## config.mk

```make
export PLATFORM = sky130hd
export DESIGN_NAME = cache_controller
export DESIGN_NICKNAME = d
export VERILOG_FILES = /design/src/rtl/cache_controller_pkg.sv /design/src/rtl/cache_controller_line_fill_buffer.sv /design/src/rtl/cache_controller.sv
export SDC_FILE = /design/constraint.sdc
export NUM_CORES = 1
export LEC_CHECK = 0
export CORE_UTILIZATION = 40
export DETAILED_ROUTE_END_ITERATION = 8
export PLACE_DENSITY = 0.76
export SYNTH_ARGS = -nofsm -noshare
export SYNTH_HDL_FRONTEND = slang
export SYNTH_HIERARCHICAL = 1
export SYNTH_SLANG_ARGS = --single-unit
```

## constraint.sdc

```tcl
create_clock -name clk -period 1.9 [get_ports clk]
set_clock_uncertainty 0.05 [all_clocks]
set_input_delay 0.38 -clock clk [delete_from_list [all_inputs] [get_ports clk]]
set_output_delay 0.38 -clock clk [all_outputs]
set_load 0.03 [all_outputs]
```

## src/rtl/cache_controller_pkg.sv

```systemverilog
`default_nettype none
// ----------------------------------------------------------------------------
// cache_controller_pkg : shared constants, address fields and FSM states
// Rev 1.0
// ----------------------------------------------------------------------------
package cache_controller_pkg;

  localparam int CC_WORD_LENGTH    = 32;
  localparam int CC_ADDR_WIDTH     = 15;
  localparam int CC_COUNT_WIDTH    = 16;
  localparam int CC_SETS           = 1024;
  localparam int CC_VALID          = 1;
  localparam int CC_WORDS_PER_LINE = 4;

  localparam int CC_TAG_MSB = 14;
  localparam int CC_TAG_LSB = 12;
  localparam int CC_IDX_MSB = 11;
  localparam int CC_IDX_LSB = 2;
  localparam int CC_OFF_MSB = 1;
  localparam int CC_OFF_LSB = 0;

  typedef enum logic [1:0] {
    S_IDLE     = 2'd0,
    S_COMPARE  = 2'd1,
    S_FETCH    = 2'd2,
    S_ALLOCATE = 2'd3
  } state_t;

endpackage
`default_nettype wire

```

## src/rtl/cache_controller_line_fill_buffer.sv

```systemverilog
`default_nettype none
// ----------------------------------------------------------------------------
// cache_controller_line_fill_buffer : four-word staging buffer for a line refill
// Rev 1.0
// ----------------------------------------------------------------------------
module cache_controller_line_fill_buffer
  import cache_controller_pkg::*;
#(
  parameter int WORD_LENGTH = CC_WORD_LENGTH
) (
  input  logic                   clk,
  input  logic                   rst,
  input  logic                   wr_en_i,
  input  logic [1:0]             wr_idx_i,
  input  logic [WORD_LENGTH-1:0] wr_data_i,
  output logic [WORD_LENGTH-1:0] fill_data1_o,
  output logic [WORD_LENGTH-1:0] fill_data2_o,
  output logic [WORD_LENGTH-1:0] fill_data3_o,
  output logic [WORD_LENGTH-1:0] fill_data4_o
);

  logic [WORD_LENGTH-1:0] line_q [CC_WORDS_PER_LINE];

  always_ff @(posedge clk or negedge rst) begin
    if (!rst) begin
      for (int k = 0; k < CC_WORDS_PER_LINE; k++) begin
        line_q[k] <= '0;
      end
    end else if (wr_en_i) begin
      line_q[wr_idx_i] <= wr_data_i;
    end
  end

  assign fill_data1_o = line_q[0];
  assign fill_data2_o = line_q[1];
  assign fill_data3_o = line_q[2];
  assign fill_data4_o = line_q[3];

endmodule
`default_nettype wire

```

## src/rtl/cache_controller.sv

```systemverilog
`default_nettype none
// ----------------------------------------------------------------------------
// cache_controller : read sequencer for a direct-mapped cache with line refill
// Rev 1.0
// ----------------------------------------------------------------------------
module cache_controller
  import cache_controller_pkg::*;
#(
  parameter int WORD_LENGTH = CC_WORD_LENGTH,
  parameter int ADDR_WIDTH  = CC_ADDR_WIDTH,
  parameter int COUNT_WIDTH = CC_COUNT_WIDTH
) (
  input  logic                   clk,
  input  logic                   rst,
  input  logic                   cpu_req,
  input  logic [ADDR_WIDTH-1:0]  cpu_address,
  output logic                   cpu_ready,
  output logic [WORD_LENGTH-1:0] cpu_data,
  output logic [ADDR_WIDTH-1:0]  cache_address,
  output logic                   cache_read,
  output logic                   cache_write,
  input  logic                   cache_hit,
  input  logic [WORD_LENGTH-1:0] cache_out,
  output logic [WORD_LENGTH-1:0] fill_data1,
  output logic [WORD_LENGTH-1:0] fill_data2,
  output logic [WORD_LENGTH-1:0] fill_data3,
  output logic [WORD_LENGTH-1:0] fill_data4,
  output logic                   mem_read,
  output logic [ADDR_WIDTH-1:0]  mem_address,
  input  logic                   mem_ready,
  input  logic [WORD_LENGTH-1:0] mem_data,
  output logic [COUNT_WIDTH-1:0] hit_count,
  output logic [COUNT_WIDTH-1:0] miss_count
);

  state_t                 state_q,    state_d;
  logic [ADDR_WIDTH-1:0]  addr_q,     addr_d;
  logic [1:0]             word_cnt_q, word_cnt_d;
  logic                   refill_q,   refill_d;
  logic [WORD_LENGTH-1:0] cpu_data_q, cpu_data_d;
  logic                   cpu_rdy_q,  cpu_rdy_d;
  logic [COUNT_WIDTH-1:0] hit_cnt_q,  hit_cnt_d;
  logic [COUNT_WIDTH-1:0] miss_cnt_q, miss_cnt_d;
  logic                   buf_we;

  always_ff @(posedge clk or negedge rst) begin
    if (!rst) begin
      state_q    <= S_IDLE;
      addr_q     <= '0;
      word_cnt_q <= '0;
      refill_q   <= 1'b0;
      cpu_data_q <= '0;
      cpu_rdy_q  <= 1'b0;
      hit_cnt_q  <= '0;
      miss_cnt_q <= '0;
    end else begin
      state_q    <= state_d;
      addr_q     <= addr_d;
      word_cnt_q <= word_cnt_d;
      refill_q   <= refill_d;
      cpu_data_q <= cpu_data_d;
      cpu_rdy_q  <= cpu_rdy_d;
      hit_cnt_q  <= hit_cnt_d;
      miss_cnt_q <= miss_cnt_d;
    end
  end

  always_comb begin
    state_d     = state_q;
    addr_d      = addr_q;
    word_cnt_d  = word_cnt_q;
    refill_d    = refill_q;
    cpu_data_d  = cpu_data_q;
    cpu_rdy_d   = 1'b0;
    hit_cnt_d   = hit_cnt_q;
    miss_cnt_d  = miss_cnt_q;
    cache_read  = 1'b0;
    cache_write = 1'b0;
    mem_read    = 1'b0;
    buf_we      = 1'b0;

    case (state_q)
      S_IDLE: begin
        if (cpu_req) begin
          addr_d  = cpu_address;
          state_d = S_COMPARE;
        end
      end

      S_COMPARE: begin
        cache_read = 1'b1;
        refill_d   = 1'b0;
        if (cache_hit) begin
          cpu_data_d = cache_out;
          cpu_rdy_d  = 1'b1;
          // The lookup right after a refill is the tail of a miss, not a new hit.
          if (!refill_q && (hit_cnt_q != '1)) begin
            hit_cnt_d = hit_cnt_q + 1'b1;
          end
          state_d = S_IDLE;
        end else begin
          if (miss_cnt_q != '1) begin
            miss_cnt_d = miss_cnt_q + 1'b1;
          end
          word_cnt_d = 2'd0;
          state_d    = S_FETCH;
        end
      end

      S_FETCH: begin
        mem_read = 1'b1;
        if (mem_ready) begin
          buf_we     = 1'b1;
          word_cnt_d = word_cnt_q + 2'd1;
          if (word_cnt_q == 2'd3) begin
            state_d = S_ALLOCATE;
          end
        end
      end

      S_ALLOCATE: begin
        cache_write = 1'b1;
        refill_d    = 1'b1;
        state_d     = S_COMPARE;
      end

      default: begin
        state_d = S_IDLE;
      end
    endcase
  end

  assign cpu_ready     = cpu_rdy_q;
  assign cpu_data      = cpu_data_q;
  assign cache_address = addr_q;
  assign mem_address   = {addr_q[ADDR_WIDTH-1:2], word_cnt_q};
  assign hit_count     = hit_cnt_q;
  assign miss_count    = miss_cnt_q;

  cache_controller_line_fill_buffer #(
    .WORD_LENGTH (WORD_LENGTH)
  ) u_line_fill_buffer (
    .clk          (clk),
    .rst          (rst),
    .wr_en_i      (buf_we),
    .wr_idx_i     (word_cnt_q),
    .wr_data_i    (mem_data),
    .fill_data1_o (fill_data1),
    .fill_data2_o (fill_data2),
    .fill_data3_o (fill_data3),
    .fill_data4_o (fill_data4)
  );

endmodule
`default_nettype wire

```

==> out/metrics.yaml <==
sta:
  finalSetupViolations: 0
  slew_viol_final: 0
  worst_pin_slew_ps: 461
  period_share_pct: 96.3
  fmax_ghz: 0.546
  hold_slack_ps: 304
  rsz0062_at_grt: "no"
  final.min_clock_period_ps: 1830
  hold_viol_final: 0
  max-slew-margin-rel_pct: 69.0
power:
  power_mw: 18.3
  p_leak_nw: 6.70
  ir_drop_uv: 828
  power_per_cell_area_nw_per_um2: 1440
synthesis:
  synth.ff_latch_count: 213
  synth_edf_count: 0
  syn-cell-area_um2: 8540
  synth_cell_types: 46
  syn-num-nets: 650
  synth_xor_area_share_pct: 2.87
  synth-simple-area-share_pct: 6.27
  syn_inst: 558
  synthMuxAreaShare_pct: 23.8
  synth_top_family_by_area: "multiplexers"
  async_flop_share_pct: 100
  yosysWarnings: 6
  synth_fa_ha_area_share_pct: 1.17
  synth.avg_cell_area_um2: 15.3
  synth_flop_cell: "dfrtp_1"
  ys_seq_area_share_pct: 62.4
  synth_compound_area_share_pct: 1.05
final_layout:
  fillCellCount: 1686
  n_antenna_cell: 0
  drive_gt1_share_pct: 30.0
  fin_nets: 988
  area_growth_pct: 48.8
die:
  row_count: 53
  fp.dieW_um: 148
  io_pins: 310
  core_um2: 21000
  initial_core_util_pct: 40.8
  die_h_um: 148
  die_area_um2: 21900
cts:
  clockBufferDepth: 3
  htreeDepth: 1
  clock_latency_ps: 490
  cts_setup_buffers: 0
  cts-root-buf: "clkbuf_16"
  cts_tree: "yes"
  cts.sinks: 213
  clk_pin_slew_ps: 60
  cts_buffers: 23
grt:
  antenna_found_initial: 0
  track_usage_pct: 19.0
  grt_pass1_vias: 5998
  grt_max_degree: 60
  grt_pass1_wl_um: 32700
  grt_overflow_total: 0
placement:
  globalplace.congestion: 0.774
  dp_hpwl_um: 15100
  port_buffers: 309
routing:
  drt_pass1_iterations: 4
  antenna_left: 0
  routed_wl_um: 20800
  wl_per_cell_um: 17.6
  via_per_inst: 4.87
  drc: 0
  first_iter_violations: 139
  route.vias.total: 5774
critical_path:
  path_max_fanout: 5
  cp.required_ps: 1470
  critical_path_arrival_ps: 1400
  critPathKind: "reg2out"
  end_kind: "output pin"
  setup.worst_path.start_class: "flip-flop"
job:
  cap_violations: 0
worst_hold_path:
  hp-class: "in2async"
outcome:
  status: "finished, final reports clean"
routing by layer:
metal	wire (um)	part of all wire, %	track usage (%)
met1	8560	41	23.3
met2	9990	48	31.9
met3	1860	8.9	6.20
met4	450	2.2	5.52
met5	0	0	0
path summary, 6_finish.rpt:
kind | slack, ps | to | depth (start not counted) | start
worst max register to register | 110 | u_line_fill_buffer/fill_data3_o[30] | 6 | state_q[1]
worst min register to register | 440 | hit_count[15] | 1 | hit_count[15]
worst max-delay path | 70 | mem_read | 3 | state_q[1]
max in group asynchronous | 910 | cpu_data[4] | 3 | rst
min in group clk | 440 | hit_count[15] | 1 | hit_count[15]
worst min-delay path | 300 | u_line_fill_buffer/fill_data1_o[20] | 2 | rst
timing repair:
action	4_1_cts	5_1_grt
setup endpoints to repair	224	16
endpoints found under the hold margin	18	0
gates resized for setup	223	8
gates cloned	0	0
hold buffers	1	0
area by class of cell:
class | count | area [um^2] | area share (%)
inverters | 6 | 22.5 | 0.177
multi-input cells | 309 | 3050 | 24.0
flip-flops and latches | 213 | 5330 | 41.9
well taps | 275 | 344 | 2.71
clock inverters | 13 | 128 | 1.00
clock buffers | 27 | 611 | 4.80
repair buffers | 343 | 3220 | 25.3
kinds of logic after synthesis:
kind of cell,count (synthesis)
AO/OA/AOI/OAI,12
XOR/XNOR,28
adder cells (fa/ha/maj),8
buffers and inverters,36
flip-flops,213
multiplexers,180
AND/OR/NAND/NOR,81
flip-flops by register name, summed over array words and instances, names as in the netlist:
signal	cells
state_q	2
cache_address	15
refill_q	1
u_line_fill_buffer/fill_data3_o	32
miss_count	16
hit_count	16
cpu_data	32
u_line_fill_buffer/fill_data1_o	32
u_line_fill_buffer/fill_data4_o	32
cpu_ready	1
word_cnt_q	2
u_line_fill_buffer/fill_data2_o	32
placed cells by master, fill, tap and decap left out, types with 3 or more instances in the layout:
master / instances
buf_12: 12
nand2_1: 18
o21ai_0: 3
nor4_1: 3
nand3_1: 7
ha_1: 5
buf_4: 25
clkdlybuf4s15_1: 3
xnor2_1: 7
inv_1: 4
nor2_1: 4
clkbuf_8: 3
xor2_1: 21
nand4_1: 7
clkdlybuf4s50_1: 82
dfrtp_1: 213
nor3_1: 10
clkinv_2: 7
nand4_2: 3
mux2_2: 174
clkbuf_16: 23
and3_1: 4
dlygate4sd2_1: 219
Yosys cell counts (3+ instances only):
cell,number,area [um^2]
dfrtp_1,213,5330
mux2_2,174,1960
xor2_1,21,184
nand2_1,18,67.6
buf_4,16,120
nor3_1,10,50.1
buf_2,9,45.0
ha_1,8,100
nand3_1,8,40.0
nand4_1,7,43.8
xnor2_1,7,61.3
inv_1,6,22.5
clkbuf_1,5,18.8
and3_1,4,25.0
nor2_1,4,15.0
nor4_1,4,25.0
nand4_2,3,37.5
o21ai_0,3,15.0
metrics by stage:
step / utilization (%) / setup TNS (ps) / cells / worst slack (ps) / instance area, um^2
final: 60.7 / 0 / 1186 / 70.2 / 12700
after global placement: 58.3 / -21090 / 1145 / -204 / 12200
after CTS: 60.6 / 0 / 1186 / 19.7 / 12700
after global routing: 60.7 / 0 / 1186 / 2.65 / 12700
after floorplan: - / -234 / 558 / -9.00 / 8560
after detailed placement: 58.3 / -22140 / 1145 / -208 / 12200
power by group:
part / internal [mW] / switching, mW / leakage [nW] / total [mW]
Clock: 2.57 / 1.77 / 0.364 / 4.33
Combinational: 2.96 / 4.51 / 3.55 / 7.46
Sequential: 5.78 / 0.735 / 2.79 / 6.52
Total: 11.3 / 7.01 / 6.70 / 18.3
critical path, cell delays in order, from the launching register on:
cell and delay (ps):
dfrtp_1 440, ha_4 180, buf_4 150, buf_12 140
Power figures use the tool's default switching activity.
==> RTL edit (config.mk and constraints unchanged) <==
Put one more register stage on the output `hit_count`, with the module's reset. The value now appears one clock later. The other outputs are not delayed to match.
--- a/src/rtl/cache_controller.sv
+++ b/src/rtl/cache_controller.sv
@@ -134,7 +134,13 @@
   assign cpu_data      = cpu_data_q;
   assign cache_address = addr_q;
   assign mem_address   = {addr_q[ADDR_WIDTH-1:2], word_cnt_q};
-  assign hit_count     = hit_cnt_q;
+  always_ff @(posedge clk or negedge rst) begin
+    if (!rst) begin
+      hit_count <= '0;
+    end else begin
+      hit_count <= hit_cnt_q;
+    end
+  end
   assign miss_count    = miss_cnt_q;
 
   cache_controller_line_fill_buffer #(
Behaviour: not the same (a bounded check fails within 4 cycles, from zero or initial values and one cycle with rst low).
==> RTL edit against the unedited design <==
  * Design area grew 3.2%
  * Sequential cell count increased by 16
  * Area after synthesis increased by 4.5%
  * Power rose by 4.2%
  * Fmax shrank 0.55%
  * First-iteration DRC count is 14% lower
  * Non-clock buffer count is the same
  * Largest power group unchanged
  * Critical path depth unchanged
  * Count of clock-buffer cells in the layout grew 11
  * Highest routed layer unchanged
  * Global-route usage grew 0.14 points
  * Cell count grew 2.2%
  * Setup slack got worse by 0.010 ns
  * Wire length is 3.2% higher
==> RTL edit: results (changes against the unedited design) <==
\begin{tabular}{lr}
\hline
Metric & Value \\
\hline
\multicolumn{2}{l}{\textbf{STA}} \\
Worst Hold Slack & 0.2225 ns (-0.08103 ns) \\
\multicolumn{2}{l}{\textbf{Global routing}} \\
Met2 usage in global routing & 32.28\% (+0.43 points) \\
Wire length of the first global-routing pass & 34.19 mm (+4.4\%) \\
Met3 routing resource usage after global routing & 6.898\% (+0.70 points) \\
Via count of the first global-routing pass & 6,300 (+5.0\%) \\
\multicolumn{2}{l}{\textbf{Critical path}} \\
Endpoint of the worst-slack reg-to-reg timing path & u\_line\_fill\_buffer/fill\_data3\_o[26] \\
Start point of the critical path & state\_q[0] \\
Maximum cell stage delay along the critical path & 0.39 ns (-0.05 ns) \\
\multicolumn{2}{l}{\textbf{Final layout}} \\
Nets & 1,010 (+2.2\%) \\
\multicolumn{2}{l}{\textbf{Pwr}} \\
Pleak & 6.775 nW (+1.2\%) \\
Part of the power in registers & 36.7\% (+1.1 points) \\
Power in sequential cells & 7.00 mW (+7.4\%) \\
Share of total power consumed by net switching & 37.98\% (-0.27 points) \\
Part of the power in the clock network & 23.4\% (-0.3 points) \\
\multicolumn{2}{l}{\textbf{Drt}} \\
Total Wirelength & 21.53 mm (+3.2\%) \\
DR vias/cell & 4.917 (+1.0\%) \\
Met2 routed wirelength & 10.40 mm (+4.2\%) \\
Routed met3 length & 2.161 mm (+16\%) \\
\multicolumn{2}{l}{\textbf{Logic synthesis}} \\
Post-synthesis share of cell area spent on full adders, half adders and majority gates & 1.121\% (-0.051 points) \\
Multiplexer fraction of the synthesized cell area & 22.55\% (-1.2 points) \\
Area contributors post-synth & dfrtp\_1 (64\%), mux2\_2 (22\%), xnor2\_1 (1.7\%), buf\_4 (1.3\%), ha\_1 (1.1\%) \\
XOR/XNOR share of the synthesized area & 2.649\% (-0.22 points) \\
\multicolumn{2}{l}{\textbf{Status}} \\
Outcome & finished clean \\
\multicolumn{2}{l}{\textbf{Place}} \\
HPWL after DPL & 15.48 mm (+2.6\%) \\
Final GP Congestion & 0.7736 (about the same) \\
\multicolumn{2}{l}{\textbf{Clocking}} \\
Number of buffers inserted during clock tree synthesis & 25 (+8.7\%) \\
Clk Latency, worst-skew pair & 0.51 ns (+0.02 ns) \\
Post-cts gate resize count & 226 (+1.3\%) \\
\hline
\end{tabular}
RTL edit: changes by cell type after synthesis, moves of 3 or more:
cell,before,now
clkbuf_1,5,1
buf_2,9,13
xnor2_1,7,17
xor2_1,21,10
dfrtp_1,213,229
nand3_1,8,17
nor3_1,10,7
nand4_1,7,12
RTL edit: layout make-up:
type / count / area [µm²] / share of cell area, %
Tap cell: 280 / 350.3 / 2.670
Sequential cell: 229 / 5732 / 43.68
Multi-Input combinational cell: 312 / 3042 / 23.18
Timing Repair Buffer: 343 / 3218 / 24.53
Clock buffer: 38 / 734.5 / 5.597
Inverter: 7 / 26.28 / 0.2002
Clock inverter: 3 / 18.77 / 0.1430
RTL edit: through the flow:
stage / instance area [µm²] / setup WS [ns] / instances
after CTS: 13110 / 0.002769 / 1212
after global routing: 13120 / 0.001881 / 1212
after detailed placement: 12620 / -0.1429 / 1170
after floorplan: 8960 / -0.008999 / 578
after global placement: 12620 / -0.09247 / 1170
final: 13120 / 0.06011 / 1212
